===== config.mk =====
export PLATFORM = sky130hd
export DESIGN_NAME = discrete_dac_playback
export DESIGN_NICKNAME = d
export VERILOG_FILES = /design/src/rtl/discrete_dac_playback.sv
export SDC_FILE = /design/constraint.sdc
export NUM_CORES = 1
export LEC_CHECK = 0
export CORE_MARGIN = 8
export CORE_UTILIZATION = 45
export CTS_CLUSTER_SIZE = 24
export DETAILED_ROUTE_END_ITERATION = 10
export PLACE_DENSITY_LB_ADDON = 0.3
export SYNTH_ARGS = -nofsm -noshare
export SYNTH_HDL_FRONTEND = slang
export SYNTH_SLANG_ARGS = --single-unit

===== constraint.sdc =====
create_clock -name clk -period 2.95 [get_ports clk]
set_clock_uncertainty 0.05 [all_clocks]
set_input_delay 0.59 -clock clk [delete_from_list [all_inputs] [get_ports clk]]
set_output_delay 0.59 -clock clk [all_outputs]
set_load 0.02 [all_outputs]

===== src/rtl/discrete_dac_playback.sv =====
// discrete_dac_playback: FIFO-buffered code playback to an R2R ladder bus and a PWM pin.
// Codes are primed to half-full, then popped one per sample slot; the PWM duty reloads only at period wrap.
module discrete_dac_playback #(
    parameter int WIDTH       = 8,
    parameter int CLOCK_FREQ  = 100_000_000,
    parameter int SAMPLE_FREQ = 48_000,
    parameter int FIFO_DEPTH  = 16
) (
    input  logic                          clk,
    input  logic                          reset,
    input  logic                          enable,
    input  logic                          s_valid,
    output logic                          s_ready,
    input  logic [WIDTH-1:0]              s_data,
    output logic [WIDTH-1:0]              r2r_out,
    output logic                          pwm_out,
    output logic                          sample_tick,
    output logic                          underrun,
    output logic [$clog2(FIFO_DEPTH):0]   fifo_level
);
    localparam int DIV = CLOCK_FREQ / SAMPLE_FREQ;
    localparam int TW  = $clog2(DIV);
    localparam int AW  = $clog2(FIFO_DEPTH);
    localparam int LW  = AW + 1;

    typedef enum logic [1:0] {IDLE, PRIME, PLAY} state_t;
    state_t state_q, state_d;

    logic [WIDTH-1:0] mem [FIFO_DEPTH];
    logic [AW-1:0]    wr_q, wr_d, rd_q, rd_d;
    logic [LW-1:0]    level_q, level_d;
    logic [TW-1:0]    timer_q, timer_d;
    logic [WIDTH-1:0] pcnt_q, pcnt_d, duty_q, duty_d, r2r_q, r2r_d;
    logic             pwm_q, pwm_d, tick_q, tick_d, under_q, under_d;
    logic             run, play, slot, push, pop;

    always_ff @(posedge clk)
        state_q <= !reset ? IDLE : state_d;

    always_comb
        state_d = !enable ? IDLE :
                  state_q == IDLE ? PRIME :
                  (state_q == PRIME && level_q >= LW'(FIFO_DEPTH / 2)) ? PLAY : state_q;

    // run: FIFO live (not flushing); play: timers and outputs active
    always_comb begin
        run  = enable && state_q != IDLE;
        play = enable && state_q == PLAY;
        slot = play && timer_q == TW'(DIV - 1);
    end

    assign s_ready = level_q != LW'(FIFO_DEPTH);
    assign push    = run && s_valid && s_ready;
    assign pop     = slot && level_q != '0;

    always_comb begin
        level_d = !run ? '0 : level_q + LW'(push) - LW'(pop);
        wr_d    = !run ? '0 : wr_q + AW'(push);
        rd_d    = !run ? '0 : rd_q + AW'(pop);
        timer_d = !play ? '0 : slot ? '0 : timer_q + 1'b1;
        r2r_d   = !play ? '0 : pop ? mem[rd_q] : r2r_q;
        tick_d  = slot;
        under_d = slot && level_q == '0;
        pcnt_d  = !play ? '0 : pcnt_q + 1'b1;
        duty_d  = !play ? '0 : &pcnt_q ? r2r_q : duty_q;
        pwm_d   = play && pcnt_q < duty_q;
    end

    always_ff @(posedge clk) begin
        if (!reset) begin
            wr_q    <= '0;
            rd_q    <= '0;
            level_q <= '0;
            timer_q <= '0;
            r2r_q   <= '0;
            tick_q  <= 1'b0;
            under_q <= 1'b0;
            pcnt_q  <= '0;
            duty_q  <= '0;
            pwm_q   <= 1'b0;
        end else begin
            wr_q    <= wr_d;
            rd_q    <= rd_d;
            level_q <= level_d;
            timer_q <= timer_d;
            r2r_q   <= r2r_d;
            tick_q  <= tick_d;
            under_q <= under_d;
            pcnt_q  <= pcnt_d;
            duty_q  <= duty_d;
            pwm_q   <= pwm_d;
        end
    end

    always_ff @(posedge clk)
        if (reset && push) mem[wr_q] <= s_data;

    assign r2r_out     = r2r_q;
    assign pwm_out     = pwm_q;
    assign sample_tick = tick_q;
    assign underrun    = under_q;
    assign fifo_level  = level_q;
endmodule


After elaboration in Yosys (flattened, before gate mapping)
Memory sizes are Yosys's and may differ from the RTL's. A register that Yosys moved wholly into a read port is not among the register bits. Cells that the tools add are included.

ROM bits: 0. Bits in latches: 0. Output and inout port bits: 17. Register bits after elaboration: 46. Logic and storage cells: 53. Memories kept: 1. RAM bits: 128. Input port bits: 12.

Eq/ne operators: 4. Divide/modulo/power cells: 0. Bitwise logic cells: 3. $mul: 0. Reduce and logical (&&, ||, !) cells: 22. Multiplexer cells: 4. Shift operators: 0. Order comparisons: 2. Add/subtract/negate cells: 6.

Memory list: mem (depth 16, bits a word 8, rd ports 1, clocked after memory_dff 1, write ports 1, RTL line 29) `logic [WIDTH-1:0] mem [FIFO_DEPTH];`.

Operators by type and width (number): 12-bit by 1-bit adder with 12-bit output (second input constant) (1); 12-bit == test (second input constant) (1); 1-bit logical AND (10); 4-bit by 1-bit adder with 4-bit output (2); 8-bit by 1-bit adder with 8-bit output (second input constant) (1); 8-bit < comparator (1); 8-bit AND reduction (1); 2-bit AND reduction (3); 3-bit OR reduction (2); 5-bit by 1-bit adder with 5-bit output (1); 5-bit by 4-bit greater-or-equal comparator with 1-bit output (second input constant) (1); 5-bit logical NOT (1); 5-bit inequality test (second input constant) (1); 5-bit nonzero test (1); 5-bit by 1-bit subtractor with 5-bit output (1); 1-bit 2-to-1 mux (4); 2-bit nonzero test (2); 1-bit NOT (3); 2-bit by 1-bit == test with 1-bit output (second input constant) (1); 2-bit == test (second input constant) (1); 2-bit logical NOT (1); 1-bit logical NOT (1).

Logic depth before layout (Yosys ltp)
Gate-level depths: netlist of run 1.

Depth in word-level cells: 7. Gate-level depth with buffers: 15. Depth with buffers taken out: 15.

Least setup slack after synthesis of run 1
Ideal clock, no wire load.

Path kind: reg2reg. Start: register level_q[2], in the netlist fifo_level[2]. End: register level_q[4], in the netlist fifo_level[4]. Period minus slack after synthesis: 2.767 ns. Path slack: 0.183 ns. Data arrival time: 2.647 ns. Stages on the path, launching flop included: 16. Library setup time: 0.070 ns. Required time: 2.830 ns. Path buffers: 0. Cell sequence: dfxtp_1 -> inv_1 -> ha_1 -> nand4bb_1 -> and4b_1 -> inv_2 -> ha_1 -> inv_1 -> ha_1 -> inv_1 -> fa_1 -> inv_1 -> a21oi_1 -> nor2_1 -> or3_1 -> a21oi_1.

Longest elaborated chain between the ends: 4. Elaborated cells on any way between the ends: 6. Classes of those cells: 2 x add/sub; 1 x eq/ne; 3 x reduce/logical.

Ends and longest elaborated chain: start: declaration (RTL line 31) `logic [LW-1:0] level_q, level_d;`; start signal: assignment (RTL line 84) `level_q <= level_d;`; 5-bit inequality test (RTL line 52) `assign s_ready = level_q != LW'(FIFO_DEPTH);`; via s_ready (RTL line 13) `output logic s_ready,`; 1-bit logical AND (RTL line 53) `assign push = run && s_valid && s_ready;`; 5-bit by 1-bit adder with 5-bit output (RTL line 57) `level_d = !run ? '0 : level_q + LW'(push) - LW'(pop);`; 5-bit by 1-bit subtractor with 5-bit output (RTL line 57).

The timed path passes the listed nets, and every way through them passes these cells. A chain may end at the register's enable or synchronous reset.

Worst setup path after layout of run 1
Start: register timer_q[0]. End: register level_q[4], in the netlist fifo_level[4].

Longest elaborated chain between the ends: 4.

Ends and longest elaborated chain: start: declaration (RTL line 32) `logic [TW-1:0] timer_q, timer_d;`; start signal: assignment (RTL line 85) `timer_q <= timer_d;`; 12-bit == test (RTL line 49) `slot = play && timer_q == TW'(DIV - 1);`; 1-bit logical AND (RTL line 49); 1-bit logical AND (RTL line 54) `assign pop = slot && level_q != '0;`; via pop (RTL line 35) `logic run, play, slot, push, pop;`; 5-bit by 1-bit subtractor with 5-bit output (RTL line 57).

The timed path passes the listed nets, and every way through them passes these cells.

==> results.sh, run 1 <==
export IMPL_ys_warn_count=0
export IMPL_fin_crit_sh=0.9147
export IMPL_fmax_ghz=0.3706
export IMPL_synth_area_mm2=0.007380
export IMPL_synthMuxAreaShare=0.1146
export IMPL_hold_violations=0
export IMPL_worstPathRequired_ns=3.20
export IMPL_antenna_left=0
export IMPL_vias=3980
export IMPL_routed_via_density=5.258
export IMPL_synth_nets=503
export IMPL_rows=47
export IMPL_place_area_mm2=0.008031
export IMPL_dieArea_mm2=0.02075
export IMPL_holdCritPathClass="register to register"
export IMPL_ys_seq_area_frac=0.6673
export IMPL_ctsHoldBuffers=0
export IMPL_slew_viol_final=0
export IMPL_synthCells=468
export IMPL_worstMarginPinSlew_ns=0.8074
export IMPL_crit_chain="inv_1, ha_1, nor4bb_2, nand4_2, nor2b_1, ha_1, inv_1, ha_1, inv_1, fa_1, inv_1, a21oi_1, nor2_1, or3_1, a21oi_1"
export IMPL_area_sequential_mm2=0.004926
export IMPL_dieWidth_um=144.1
export IMPL_clk_path_buf_depth=2
export IMPL_synth_top_family_by_area="multiplexers"
export IMPL_grt_max_degree=34
export IMPL_p_per_area_mw_per_mm2=547.3
export IMPL_whs_path_depth=1
export IMPL_drt_iter0_drc=213
export IMPL_synth_xor_area_frac=0.02492
export IMPL_critPathLaunchType="register"
export IMPL_core_region_area_mm2=0.01629
export IMPL_tritoncts="done"
export IMPL_clk_latency_ns=0.42
export IMPL_dp_slack_ns=-0.1260
export IMPL_portBuffers=28
export IMPL_yosysUniqueCellTypes=48
export IMPL_cts_buffers=17
export IMPL_p_total_uw=4662
export IMPL_max_stage_delay_ns=0.38
export IMPL_worst_slack_ns=0.2517
export IMPL_wirelength_um=13720
export IMPL_globalRouteTotalUtil=0.1439
export IMPL_avgSynthCellArea_um2=15.77
export IMPL_slew_headroom=0.4607
export IMPL_root_buffer="clkbuf_16"
export IMPL_n_fill_cell=1326
export IMPL_synth_simple_area_share=0.08647
export IMPL_overflow=0
export IMPL_status="complete, no violations"
export IMPL_drc_errors=0
export IMPL_critPathKind="register to register"
export IMPL_gp_congestion=0.7760
export IMPL_endpoint_kind="register"
export IMPL_drive_gt1_frac=0.1453
export IMPL_crit_cells=15
export IMPL_fin_area_mm2=0.008517
export IMPL_first_global_vias=4085
export IMPL_cpLargestDelayFamily="simple AND/OR/NAND/NOR gates"
export IMPL_rsz0062_at_grt="no"
export IMPL_synth_compound_area_frac=0.04035
export IMPL_first_pass_iters=6
export IMPL_finalNetCount=561
export IMPL_io_pins=29
export IMPL_power_leakage_uw=0.002860
export IMPL_antenna_found_initial=0
export IMPL_wl_per_cell_um=18.13
export IMPL_multiInputGateArea_mm2=0.002267
export IMPL_fin_util=0.5229
export IMPL_drv_cap=0
export IMPL_htree_levels=4
export IMPL_ff2ff_path_depth=15
export IMPL_cts_sinks=182
export IMPL_slowest_stage="fa_1"
export IMPL_period_needed_ns=2.698
export IMPL_grt_pass1_wl_um=22020
export IMPL_cp_max_fo=4
export IMPL_final_setup_viol_count=0
export IMPL_stdcell_count=757
export IMPL_dp_hpwl_um=9628
export IMPL_crit_buf_inv=4
export IMPL_arrival_ns=2.95
export IMPL_area_delta_synth_final_pct=15.41
export IMPL_vdd_ir_drop_max_mv=0.3538
export IMPL_placed_cells=727
export IMPL_synthAdderAreaFrac=0.04001
export IMPL_path_clk_slew_ns=0.06
export IMPL_antenna_cells=0
export IMPL_start_util=0.4530
export IMPL_fp_dieH_um=144.1
export IMPL_ys_ff_latch=182
export IMPL_crit_top_cell="inv_1"
-- where the power goes --
part	switching [µW]	total, µW	internal [µW]
sequential	1.02	2730	2730
combinational	32.0	50.8	18.9
clock	834	1880	1040
-- kinds of logic (layout without fill, tap and decap cells) --
logic type	Yosys count	after routing
AO/OA/AOI/OAI	41	41
XOR/XNOR	21	21
adder cells (fa/ha/maj)	23	23
buffers and inverters	38	107
flip-flops	182	182
multiplexers	40	40
AND/OR/NAND/NOR	123	123
-- what timing repair did --
item | 4_1_cts | 5_1_grt
hold endpoints to repair | 0 | 0
gates resized for setup | 0 | 1
endpoints found under the setup margin | 0 | 1
setup buffers | 0 | 0
-- cell type report --
class / count / area share
flip-flops and latches: 182 / 0.5784
multi-input cells: 248 / 0.2662
repair buffers: 56 / 0.05759
clock buffers: 21 / 0.05171
well taps: 220 / 0.03232
inverters: 21 / 0.009255
clock inverters: 9 / 0.004554
-- Yosys cell counts (all sizes together) --
cell type / instances / area [µm²]
and4b: 1 / 10.01
or3: 3 / 18.77
nand2: 14 / 52.55
buf: 9 / 85.08
o21ai: 3 / 15.01
inv: 21 / 78.82
nor4: 1 / 12.51
a22o: 8 / 70.07
nor2b: 4 / 25.02
nor3: 5 / 30.03
mux2i: 8 / 80.08
nand2b: 4 / 25.02
a22oi: 16 / 120.1
edfxtp: 128 / 3844
nor3b: 2 / 26.28
a21o: 4 / 30.03
and2: 8 / 50.05
dfxtp: 54 / 1081
and3: 7 / 43.79
fa: 1 / 20.02
a211oi: 1 / 7.510
xnor2: 11 / 96.34
nand4: 3 / 25.02
nor4bb: 1 / 10.01
clkbuf: 8 / 30.03
a21oi: 7 / 35.03
mux4: 32 / 765.7
nand3: 11 / 55.05
o211a: 1 / 10.01
or2: 1 / 6.260
and4bb: 1 / 12.51
a311o: 1 / 10.01
or4: 1 / 7.510
nand3b: 2 / 15.01
nor2: 53 / 201.5
ha: 22 / 275.3
nand4bb: 1 / 11.26
xor2: 10 / 87.58
-- layer usage --
metal  global-route usage  up-vias  part of all wire
li1                     -     1885                 -
met1               0.1696     2013              0.43
met2               0.2464       63              0.51
met3              0.03136       19             0.033
met4              0.06752        0             0.020
met5                    0        -                 0
-- worst register-to-register path, stage by stage (launching register included) --
cell	delay [ns]
dfxtp_1	0.33
inv_1	0.07
ha_1	0.13
nor4bb_2	0.34
nand4_2	0.15
nor2b_1	0.19
ha_1	0.25
inv_1	0.05
ha_1	0.15
inv_1	0.05
fa_1	0.38
inv_1	0.07
a21oi_1	0.06
nor2_1	0.12
or3_1	0.12
a21oi_1	0.06
-- through the flow --
stage,TNS [ns],hold WS (ns)
finish,0,0.4112
CTS,0,0.4213
global route,0,0.4341
global placement,-0.05160,0.3873
detailed placement,-0.1508,0.4080
floorplan,0,0.3708
-- final timing paths --
check	from	to	slack, ns
worst max-delay path	timer_q[0]	fifo_level[4]	0.25
worst min-delay path	timer_q[0]	timer_q[0]	0.41
worst max register to register	timer_q[0]	fifo_level[4]	0.25
worst min register to register	timer_q[0]	timer_q[0]	0.41
-- layout by cell type (no fill, tap or decap), types with 10 or more instances in the layout --
| master | n |
|---|---|
| inv_1 | 20 |
| nand3_1 | 11 |
| clkbuf_16 | 17 |
| mux4_1 | 12 |
| xnor2_1 | 11 |
| ha_1 | 22 |
| mux4_2 | 20 |
| a22oi_1 | 16 |
| edfxtp_1 | 128 |
| nor2_1 | 52 |
| nand2_1 | 14 |
| clkdlybuf4s50_1 | 28 |
| buf_4 | 28 |
| dfxtp_1 | 53 |
| xor2_1 | 10 |
-- flip-flops by register name, indices dropped and copies added, names as in the netlist --
register	cells
state_q	2
sample_tick	1
pwm_out	1
rd_q	4
fifo_level	5
wr_q	4
timer_q	12
duty_q	8
mem	128
pcnt_q	8
r2r_out	8
underrun	1
Power figures use the tool's default switching activity.
==> run 2: changes to the inputs <==
PLACE_DENSITY_LB_ADDON = default   (was 0.3)
clock period = 2.65 ns   (was 2.95 ns; I/O delays follow)
==> results.sh, run 2 (synthesis results as in run 1) <==
export IMPL_drv_cap=0
export IMPL_rows=47
export IMPL_endpoint_kind="register"
export IMPL_cp_max_fo=3
export IMPL_regMostFlops="mem"
export IMPL_drt_iter0_drc=203
export IMPL_slew_viol_final=0
export IMPL_root_buffer="clkbuf_16"
export IMPL_routed_via_density=5.139
export IMPL_status="complete, no violations"
export IMPL_final_setup_tns_ns=0
export IMPL_clk_path_buf_depth=2
export IMPL_tritoncts="done"
export IMPL_grt_max_degree=34
export IMPL_clk_latency_ns=0.43
export IMPL_antenna_left=0
export IMPL_worstMarginPinSlew_ns=0.7325
export IMPL_largestRegisters="mem (128), timer_q (12)"
export IMPL_max_stage_delay_ns=0.35
export IMPL_start_util=0.4530
export IMPL_dp_slack_ns=-0.4231
export IMPL_crit_chain="inv_1, ha_4, nand4bb_4, and4b_1, inv_2, ha_4, inv_2, ha_4, inv_2, fa_2, inv_2, a21oi_2, nor2_2, or3_1, a21oi_1"
export IMPL_drive_gt1_frac=0.2044
export IMPL_worstPathRequired_ns=2.96
export IMPL_area_delta_synth_final_pct=19.38
export IMPL_core_region_area_mm2=0.01629
export IMPL_place_area_mm2=0.008098
export IMPL_arrival_ns=2.83
export IMPL_p_per_area_mw_per_mm2=638.9
export IMPL_holdCritPathClass="register to register"
export IMPL_final_common_cell="edfxtp_1"
export IMPL_whs_ns=0.4290
export IMPL_cts_sinks=182
export IMPL_power_leakage_uw=0.002972
export IMPL_slew_headroom=0.5106
export IMPL_htree_levels=4
export IMPL_io_pins=29
export IMPL_fin_crit_sh=0.9510
export IMPL_fp_dieH_um=144.1
export IMPL_final_setup_viol_count=0
export IMPL_dp_hpwl_um=9672
export IMPL_hold_violations=0
export IMPL_first_pass_iters=4
export IMPL_crit_buf_inv=5
export IMPL_crit_top_cell="inv_2"
export IMPL_vias=3921
export IMPL_overflow=0
export IMPL_antenna_found_initial=0
export IMPL_slowest_stage="dfxtp_2"
export IMPL_fmax_ghz=0.3968
export IMPL_cts_buffers=17
export IMPL_portBuffers=28
export IMPL_dieArea_mm2=0.02075
export IMPL_critPathLaunchType="register"
export IMPL_globalRouteTotalUtil=0.1474
export IMPL_cpLargestDelayFamily="adder cells"
export IMPL_dieWidth_um=144.1
export IMPL_antenna_cells=0
export IMPL_drc_errors=0
export IMPL_wl_per_cell_um=18.74
export IMPL_final_cell_mix="edfxtp_1, nor2_1, dfxtp_1"
export IMPL_first_global_vias=4036
export IMPL_worst_slack_ns=0.1299
export IMPL_finalNetCount=565
export IMPL_path_clk_slew_ns=0.07
export IMPL_fin_area_mm2=0.008810
export IMPL_grt_pass1_wl_um=22180
export IMPL_vdd_ir_drop_max_mv=0.4333
export IMPL_largest_reg_flops=128
export IMPL_wirelength_um=14300
export IMPL_gp_congestion=0.7423
export IMPL_fin_util=0.5408
export IMPL_period_needed_ns=2.520
export IMPL_critPathKind="register to register"
export IMPL_n_fill_cell=1336
export IMPL_ctsHoldBuffers=0
run 2: what timing repair did:
action                     4_1_cts  5_1_grt
resized for setup                3       21
setup buffers                    1        0
pin swaps                        1        7
gates cloned                     0        0
setup endpoints to repair        1        1
run 2: per-stage QoR:
step	power, µW	std cells
floorplan	3113	468
global placement	3165	730
detailed placement	3169	730
CTS	5676	763
global route	5782	763
finish	5629	763
run 2: power by group:
| part | switching [µW] | leakage [µW] | total [µW] | internal, µW |
|---|---|---|---|---|
| Combinational | 42.0 | 0.00110 | 64.5 | 22.5 |
| Clock | 1170 | 0.000289 | 2520 | 1350 |
| Sequential | 1.14 | 0.00159 | 3040 | 3040 |
| Total | 1210 | 0.00297 | 5630 | 4410 |
run 2: worst register-to-register path, stage by stage, from the launching register on:
cell and delay, ns:
dfxtp_2 0.35, inv_1 0.10, ha_4 0.19, nand4bb_4 0.09
and4b_1 0.23, inv_2 0.07, ha_4 0.26, inv_2 0.04
ha_4 0.15, inv_2 0.05, fa_2 0.22, inv_2 0.04
a21oi_2 0.14, nor2_2 0.06, or3_1 0.30, a21oi_1 0.14
run 2: worst paths after layout:
check	start	to	slack [ns]	cells after the start
max	fifo_level[2]	fifo_level[4]	0.13	15
min	pcnt_q[0]	pcnt_q[0]	0.43	1
max reg2reg	fifo_level[2]	fifo_level[4]	0.13	15
min reg2reg	pcnt_q[0]	pcnt_q[0]	0.43	1
run 2: cell type report:
class,count,area (µm²),share of cell area
sequential,182,4931,0.5597
multi-input combinational,248,2381,0.2703
timing repair buffer,60,545.5,0.06192
clock buffer,17,425.4,0.04829
tap,220,275.3,0.03125
clock inverter,15,172.7,0.01960
inverter,21,78.83,0.008948
run 2: metal layers:
layer  vias to the layer above  track usage  routed length, µm
li1                       1898            -                  -
met1                      1926       0.1884               6369
met2                        80       0.2387               7086
met3                        17      0.03070                610
met4                         0      0.06419                229
met5                         -            0                  0
